[src/rtl/xarb_wrr_lock.sv]
// rtl/xarb_wrr_lock.sv - weighted round-robin arbiter with packet lock
module xarb_wrr_lock #(
  parameter  int N  = 4,
  parameter  int WW = 4,
  localparam int IW = $clog2(N)
) (
  input  logic            clk,
  input  logic            rstn,
  input  logic [N-1:0]    req,
  input  logic [N-1:0]    last,
  input  logic            ready,
  input  logic [N*WW-1:0] weight,
  output logic [N-1:0]    gnt,
  output logic [IW-1:0]   gnt_id,
  output logic            gnt_vld,
  output logic            beat
);

  typedef enum logic {ST_IDLE, ST_BUSY} state_t;

  state_t        state;
  state_t        state_nxt;
  logic [N-1:0]  gnt_q;
  logic [IW-1:0] gnt_id_q;
  logic [IW-1:0] ptr;
  logic [IW-1:0] win_id;
  logic [WW-1:0] credit [N];
  logic [N-1:0]  elig;
  logic [N-1:0]  cand;
  logic          reload;
  logic          pkt_end;
  int            arb_idx;

  // Eligible set: requesters with credit left, or all requesters once the round is spent
  always_comb begin
    elig = '0;
    for (int i = 0; i < N; i++) begin
      elig[i] = req[i] && (credit[i] != '0);
    end
    reload = (elig == '0);
    cand   = reload ? req : elig;
  end

  // Rotating priority search starting at ptr; walked backwards so the nearest hit wins
  always_comb begin
    win_id  = '0;
    arb_idx = 0;
    for (int k = N - 1; k >= 0; k--) begin
      arb_idx = int'(ptr) + k;
      if (arb_idx >= N) begin
        arb_idx = arb_idx - N;
      end
      if (cand[IW'(arb_idx)]) begin
        win_id = IW'(arb_idx);
      end
    end
  end

  assign pkt_end = beat & last[gnt_id_q];

  // State register
  always_ff @(posedge clk or negedge rstn) begin
    if (!rstn) begin
      state <= ST_IDLE;
    end else begin
      state <= state_nxt;
    end
  end

  // Next state: lock on arbitration, release on the last beat of the packet
  always_comb begin
    state_nxt = state;
    case (state)
      ST_IDLE: if (|req)   state_nxt = ST_BUSY;
      ST_BUSY: if (pkt_end) state_nxt = ST_IDLE;
      default:             state_nxt = ST_IDLE;
    endcase
  end

  // Outputs: grant comes straight from registers, beat qualifies the locked owner
  always_comb begin
    gnt     = gnt_q;
    gnt_id  = gnt_id_q;
    gnt_vld = |gnt_q;
    beat    = gnt_vld & req[gnt_id_q] & ready;
  end

  // Grant, pointer and credit bookkeeping
  always_ff @(posedge clk or negedge rstn) begin
    if (!rstn) begin
      gnt_q    <= '0;
      gnt_id_q <= '0;
      ptr      <= '0;
      for (int i = 0; i < N; i++) begin
        credit[i] <= '0;
      end
    end else if (state == ST_IDLE && |req) begin
      gnt_q    <= N'(1) << win_id;
      gnt_id_q <= win_id;
      if (reload) begin
        for (int i = 0; i < N; i++) begin
          credit[i] <= (weight[i*WW +: WW] == '0) ? WW'(1) : weight[i*WW +: WW];
        end
      end
    end else if (pkt_end) begin
      gnt_q <= '0;
      if (credit[gnt_id_q] != '0) begin
        credit[gnt_id_q] <= credit[gnt_id_q] - WW'(1);
      end
      // Spent initiator hands priority to its neighbour; otherwise it keeps the head
      if (credit[gnt_id_q] <= WW'(1)) begin
        ptr <= (gnt_id_q == IW'(N - 1)) ? '0 : gnt_id_q + IW'(1);
      end else begin
        ptr <= gnt_id_q;
      end
    end
  end

`ifndef SYNTHESIS
  a_gnt_onehot0: assert property (@(posedge clk) disable iff (!rstn) $onehot0(gnt));
  a_gnt_stable:  assert property (@(posedge clk) disable iff (!rstn)
                                  (state == ST_BUSY && !pkt_end) |=> $stable(gnt));
  a_beat_vld:    assert property (@(posedge clk) disable iff (!rstn) beat |-> gnt_vld);
`endif

endmodule
[config.mk]
export PLATFORM = sky130hd
export DESIGN_NAME = xarb_wrr_lock
export DESIGN_NICKNAME = d
export VERILOG_FILES = /design/src/rtl/xarb_wrr_lock.sv
export SDC_FILE = /design/constraint.sdc
export NUM_CORES = 1
export LEC_CHECK = 0
export ABC_AREA = 1
export CAP_MARGIN = 10
export CORE_UTILIZATION = 55
export CTS_CLUSTER_DIAMETER = 150
export DETAILED_ROUTE_END_ITERATION = 16
export DONT_BUFFER_PORTS = 1
export HOLD_SLACK_MARGIN = 0.1
export PLACE_DENSITY = 0.77
export SETUP_SLACK_MARGIN = 0.05
export SYNTH_ARGS = -nofsm -noshare
export SYNTH_HDL_FRONTEND = slang
export SYNTH_SLANG_ARGS = --single-unit
[constraint.sdc]
create_clock -name clk -period 2.7 [get_ports clk]
set_input_delay 0.27 -clock clk [delete_from_list [all_inputs] [get_ports clk]]
set_output_delay 0.27 -clock clk [all_outputs]
set_load 0.03 [all_outputs]
* Word-level counts from Yosys, hierarchy flattened
Cells that the tools add are included.
** Word-level totals
- Register bits :: 25
- Latch bits :: 0
- Memory bits (writable) :: 0
- ROM bits :: 0
- Input bits :: 27
- Output and inout port bits :: 8
- Logic and storage cells :: 106
- Memories kept :: 0
** Cells by class
- Add/sub/neg operators :: 9
- $mul :: 0
- Div/mod/pow operators :: 0
- Order comparisons :: 12
- Eq/ne operators :: 2
- Shifts and indexed selects :: 1
- Mux-type cells :: 46
- Bitwise logic cells :: 6
- Reduce and logical (&&, ||, !) cells :: 22
** Operators by type and width (count)
- two-way mux 16 bit :: 4
- two-way mux 4 bit :: 10
- logical NOT 4 bit :: 5
- two-way mux 2 bit :: 10
- nonzero test 4 bit :: 5
- bitwise mux 16 bit :: 1
- < comparator 2 x 4 -> 1 bit, second input constant :: 4
- binary-select mux 1 bit (select 2 bit) :: 6
- greater-or-equal comparator 3 bit, second input constant :: 4
- two-way mux 1 bit :: 12
- binary-select mux 4 bit (select 2 bit) :: 1
- demux 4 bit (select 2 bit) :: 1
- OR reduction 4 bit :: 2
- subtractor 2 x 1 -> 2 bit, second input constant :: 4
- adder 2 x 2 -> 3 bit, second input constant :: 2
- logical AND 1 bit :: 6
- less-or-equal comparator 4 x 1 -> 1 bit, second input constant :: 1
- nonzero test 2 bit :: 2
- left shift 1 x 2 -> 4 bit, first input constant :: 1
- subtractor 4 x 1 -> 4 bit, second input constant :: 1
- adder 2 x 1 -> 3 bit, second input constant :: 1
- AND 1 bit :: 3
- greater-or-equal comparator 2 x 3 -> 1 bit, second input constant :: 1
- < comparator 2 x 3 -> 1 bit, second input constant :: 1
- 9 further kinds :: 10

* Logic depth before layout (Yosys ltp)
- Depth in word-level cells :: 13
- Gate-level depth with buffers :: 16
- Gate-level depth less buffers :: 16

* Worst setup path after synthesis
OpenSTA, ideal clock, no wires.
- Path kind :: reg-to-reg
- Start point :: reg gnt_id_q[0], in the netlist gnt_id[0]
- End point :: reg credit[11] (netlist bit)
- Setup time :: 0.120 ns
- Data arrival time :: 2.122 ns
- Required time :: 2.580 ns
- Slack :: 0.457 ns
- Cell stages (with the launch flop) :: 13
- Buffers on the path :: 3
- Period minus slack after synthesis :: 2.243 ns
- Cells stage by stage :: dfrtp_1 > buf_4 > buf_4 > o21ai_0 > a21oi_1 > a21oi_1 > ha_1 > nand3_1 > a22oi_2 > buf_6 > nor2_2 > nand2_1 > nand2_1
** On the way
- Longest elaborated chain between the ends :: 9
- Elaborated cells between the ends (all ways) :: 25
- Those cells by class :: add/sub: 1; order compare: 2; mux: 13; bitwise: 4; reduce/logical: 5
** Ends and longest elaborated chain
- start, declared :: line 24 : logic [IW-1:0] gnt_id_q;
- start signal, assigned :: line 99 : gnt_id_q <= win_id;
- NOT 2 -> 3 bit (implied by the code) :: line 107, 108
- binary-select mux 4 bit (select 2 bit) (tied with other cells) :: line 107, 108
- two-way mux 4 bit (implied by the code) or logical AND 1 bit (tied branches) :: line 107, 108
- two-way mux 4 bit, on equally long branches :: line 107, 108
- subtractor 4 x 1 -> 4 bit or demux 4 bit (select 2 bit) (tied branches) :: line 108 : credit[gnt_id_q] <= credit[gnt_id_q] - WW'(1);
- bitwise mux 16 bit :: line 108
- two-way mux 16 bit :: line 107 : if (credit[gnt_id_q] != '0) begin
- two-way mux 16 bit :: line 105 : end else if (pkt_end) begin
- two-way mux 16 bit :: line 97 : end else if (state == ST_IDLE && |req) begin
- end signal, assigned by index :: line 102 : credit[i] <= (weight[i*WW +: WW] == '0) ? WW'(1) : weight[i*WW +: WW];
- end signal, assigned by index :: line 108
- end, declared :: line 27 : logic [WW-1:0] credit [N];
Several ways; a longest one is shown, not always the timed one. The select of a mux whose other input is x is not followed.
A chain may end at the register's enable or synchronous reset.

* Worst setup path in the final report
- Start point :: reg gnt_id_q[0], in the netlist gnt_id[0]
- End point :: reg credit[9] (netlist bit)
The elaborated chain is that of the path after synthesis.

==> flow_metrics.env <==
export IMPL_dieArea_um2=3640
export IMPL_syn_area_um2=1870
export IMPL_place_area_um2=1920
export IMPL_timing_hold_ws_ps=201
export IMPL_finalCritPeriodShare_pct=88.7
export IMPL_route_detailed_drc=0
export IMPL_synth_nets=303
export IMPL_vias=1798
export IMPL_synth_edf_count=0
export IMPL_core_area_um2=3130
export IMPL_nets=308
export IMPL_viasPerCell=5.67
export IMPL_holdBufCountCts=2
export IMPL_worstPathMaxFanout=18
export IMPL_grt_first_pass_wirelength_um=7600
export IMPL_clkTransAtPathRegs_ps=140
export IMPL_reg2reg_depth=10
export IMPL_routedWlPerCell_um=13.8
export IMPL_groute_layer_met1_usage_pct=41.8
export IMPL_place_congestion=0.895
export IMPL_cp_endpoint="credit[9]$_DFFE_PN0P_"
export IMPL_post_cts_resized=0
export IMPL_p_leak_nw=0.987
export IMPL_p_per_area_nw_per_um2=1330
export IMPL_dpl_hpwl_um=3480
export IMPL_postSynthAreaPerCell_um2=6.95
export IMPL_initial_core_util_pct=59.8
export IMPL_die_width_um=60.3
export IMPL_die_y_um=60.3
export IMPL_final_max_slew_viol_count=0
export IMPL_status="completed"
export IMPL_first_pass_iters=4
export IMPL_use_met2_pct=41.3
export IMPL_crit_arrival_ps=2610
export IMPL_area_growth_pct=5.62
export IMPL_grt_pass1_vias=1680
export IMPL_end_kind="register"
export IMPL_diodes=0
export IMPL_finClkSkew_ps=9.14
export IMPL_fmax_mhz=418
export IMPL_grt_setup_unrepaired="false"
export IMPL_ys_flop_type="dfrtp_1"
export IMPL_cts_tree="done"
export IMPL_peakVddDrop_uv=623
export IMPL_ant_nets=0
export IMPL_grt_busiest_layer="met1"
export IMPL_tns_ps=0
export IMPL_async_reset_ff_share_pct=100
export IMPL_period_minus_slack_ps=2390
export IMPL_worst_pin_slew_ps=514
export IMPL_grt_max_degree=26
export IMPL_fillerInstances=318
export IMPL_hold_class="input port to register"
export IMPL_drive_gt1_share_pct=8.42
export IMPL_yosysSeqAreaShare_pct=33.4
export IMPL_cts_buffers=3
export IMPL_reg2reg_setup_slack_ps=310
export IMPL_antenna_found_initial=0
export IMPL_crit_type="register to register"
export IMPL_design_area_um2=1980
export IMPL_synth_warnings=0
export IMPL_port_buffer_count=0
export IMPL_cts_max_path_buffers=2
export IMPL_ys_ff_latch=25
export IMPL_maxSlewHeadroom_pct=65.5
export IMPL_drtIter0Drc=106
export IMPL_hold_violations=0
export IMPL_cts_sinks=25
export IMPL_clk_insertion_delay_late_ps=320
export IMPL_grt_usage_pct=28.3
export IMPL_netlist_cell_type_count=30
export IMPL_timing_rr_start="gnt_id[0]$_DFFE_PN0P_"
export IMPL_r2r_end="credit[9]$_DFFE_PN0P_"
export IMPL_use_met3_pct=6.06
export IMPL_h_tree_depth=1
export IMPL_io_pins=35
export IMPL_rows=20
export IMPL_wirelength_um=4370
export IMPL_cap_violations=0
export IMPL_critPathLaunchType="register"
export IMPL_post_cts_buffers=0
export IMPL_overflow=0
export IMPL_synthCells=269
export IMPL_setup_violations=0
export IMPL_cts_root_buf="clkbuf_4"
export IMPL_cp_startpoint="gnt_id[0]$_DFFE_PN0P_"
export IMPL_critPathRequiredTime_ps=2920
==> routing by layer <==
layer,share of wire (%),up-vias
li1,-,907
met1,47,830
met2,44,57
met3,7.4,4
met4,1.1,0
met5,0,-
==> synth_stat cells (2+ instances only) <==
cell | number | share of area [%]
a21oi_1 | 10 | 2.7
a31oi_1 | 4 | 1.3
buf_2 | 2 | 0.54
buf_4 | 2 | 0.80
clkbuf_1 | 2 | 0.40
dfrtp_1 | 25 | 33
ha_1 | 7 | 4.7
inv_1 | 32 | 6.4
inv_2 | 3 | 0.60
nand2_1 | 75 | 15
nand3_1 | 22 | 5.9
nand3b_1 | 2 | 0.80
nor2_1 | 14 | 2.8
nor2_2 | 3 | 1.0
nor2_4 | 3 | 1.8
o21ai_0 | 27 | 7.2
o21ai_1 | 6 | 1.6
o22ai_1 | 17 | 5.7
xor2_1 | 2 | 0.94
==> stage by stage <==
step,std cells,power (mW),worst slack [ps],utilization (%)
2_1_floorplan,269,2.06,457,-
3_3_place_gp,311,2.41,372,61.4
5_1_grt,317,2.92,65.2,63.2
4_1_cts,317,2.62,319,63.2
6_report,317,2.62,306,63.2
3_5_place_dp,311,2.44,345,61.4
==> worst max-delay path, stage by stage, from the launching register on <==
cell     delay (ps)
dfrtp_1         580
o21ai_0         250
a21oi_1          60
a21oi_1         290
ha_1            220
nand3_1          90
a22oi_2         360
buf_4           250
nor2_2           60
nand2_1          70
nand2_1          50
==> worst min path at each step <==
stage	from	end	slack [ps]	cells past startpoint
CTS	weight[11]	credit[7]$_DFFE_PN0P_	200	4
detailed placement	rstn	credit[8]$_DFFE_PN0P_	-20	0
floorplan	rstn	credit[0]$_DFFE_PN0P_	-30	0
finish	weight[11]	credit[7]$_DFFE_PN0P_	200	4
global placement	rstn	credit[8]$_DFFE_PN0P_	-20	0
global route	weight[10]	credit[6]$_DFFE_PN0P_	200	4
==> cell families after synthesis <==
logic type,synth area share (%)
and+or+nand+nor,30.0
AOI/OAI and AO/OA,21.1
buffers and inverters,9.36
DFF,33.4
adders and majority gates,4.68
xor gates and xnor gates,1.40
==> power breakdown <==
part           leakage [nW]  switching [mW]  internal, mW
Clock                0.0150           0.110        0.0579
Sequential            0.318           0.187         0.530
Combinational         0.654            1.15         0.592
==> state kept, by name, summed over array words and instances (netlist names) <==
signal / cells
credit: 16
gnt: 4
gnt_id: 2
ptr: 2
state: 1
==> cells in the final DEF (no fill, tap or decap) <==
cell type	netlist	layout
nand3_1	22	22
o211a_1	1	1
nor2_1	14	14
clkbuf_4	0	3
dlygate4sd3_1	0	1
a32o_1	1	1
o21ai_1	6	6
o21ai_0	27	27
a21oi_2	1	1
buf_4	2	5
or4_4	1	1
o21bai_1	1	1
xor2_1	2	2
nor2_4	3	3
nand3b_1	2	2
clkbuf_1	2	1
dfrtp_1	25	25
inv_2	3	3
a31oi_1	4	4
nand2_4	1	1
a22oi_2	1	1
a21oi_1	10	10
o22ai_1	17	17
nand2_1	75	75
nor2_8	1	1
ha_1	7	7
xnor2_1	1	1
inv_1	32	32
buf_12	0	1
nor4_1	1	1
nor2_2	3	3
==> layout make-up <==
cell class | count | area (um2) | share of cell area, %
well taps | 44 | 55.1 | 2.79
multi-input cells | 202 | 1070 | 54.1
inverters | 35 | 131 | 6.65
repair buffers | 7 | 67.6 | 3.42
clock buffers | 4 | 26.3 | 1.33
flip-flops and latches | 25 | 626 | 31.7
Note: power is estimated with default switching activity, not from simulation.
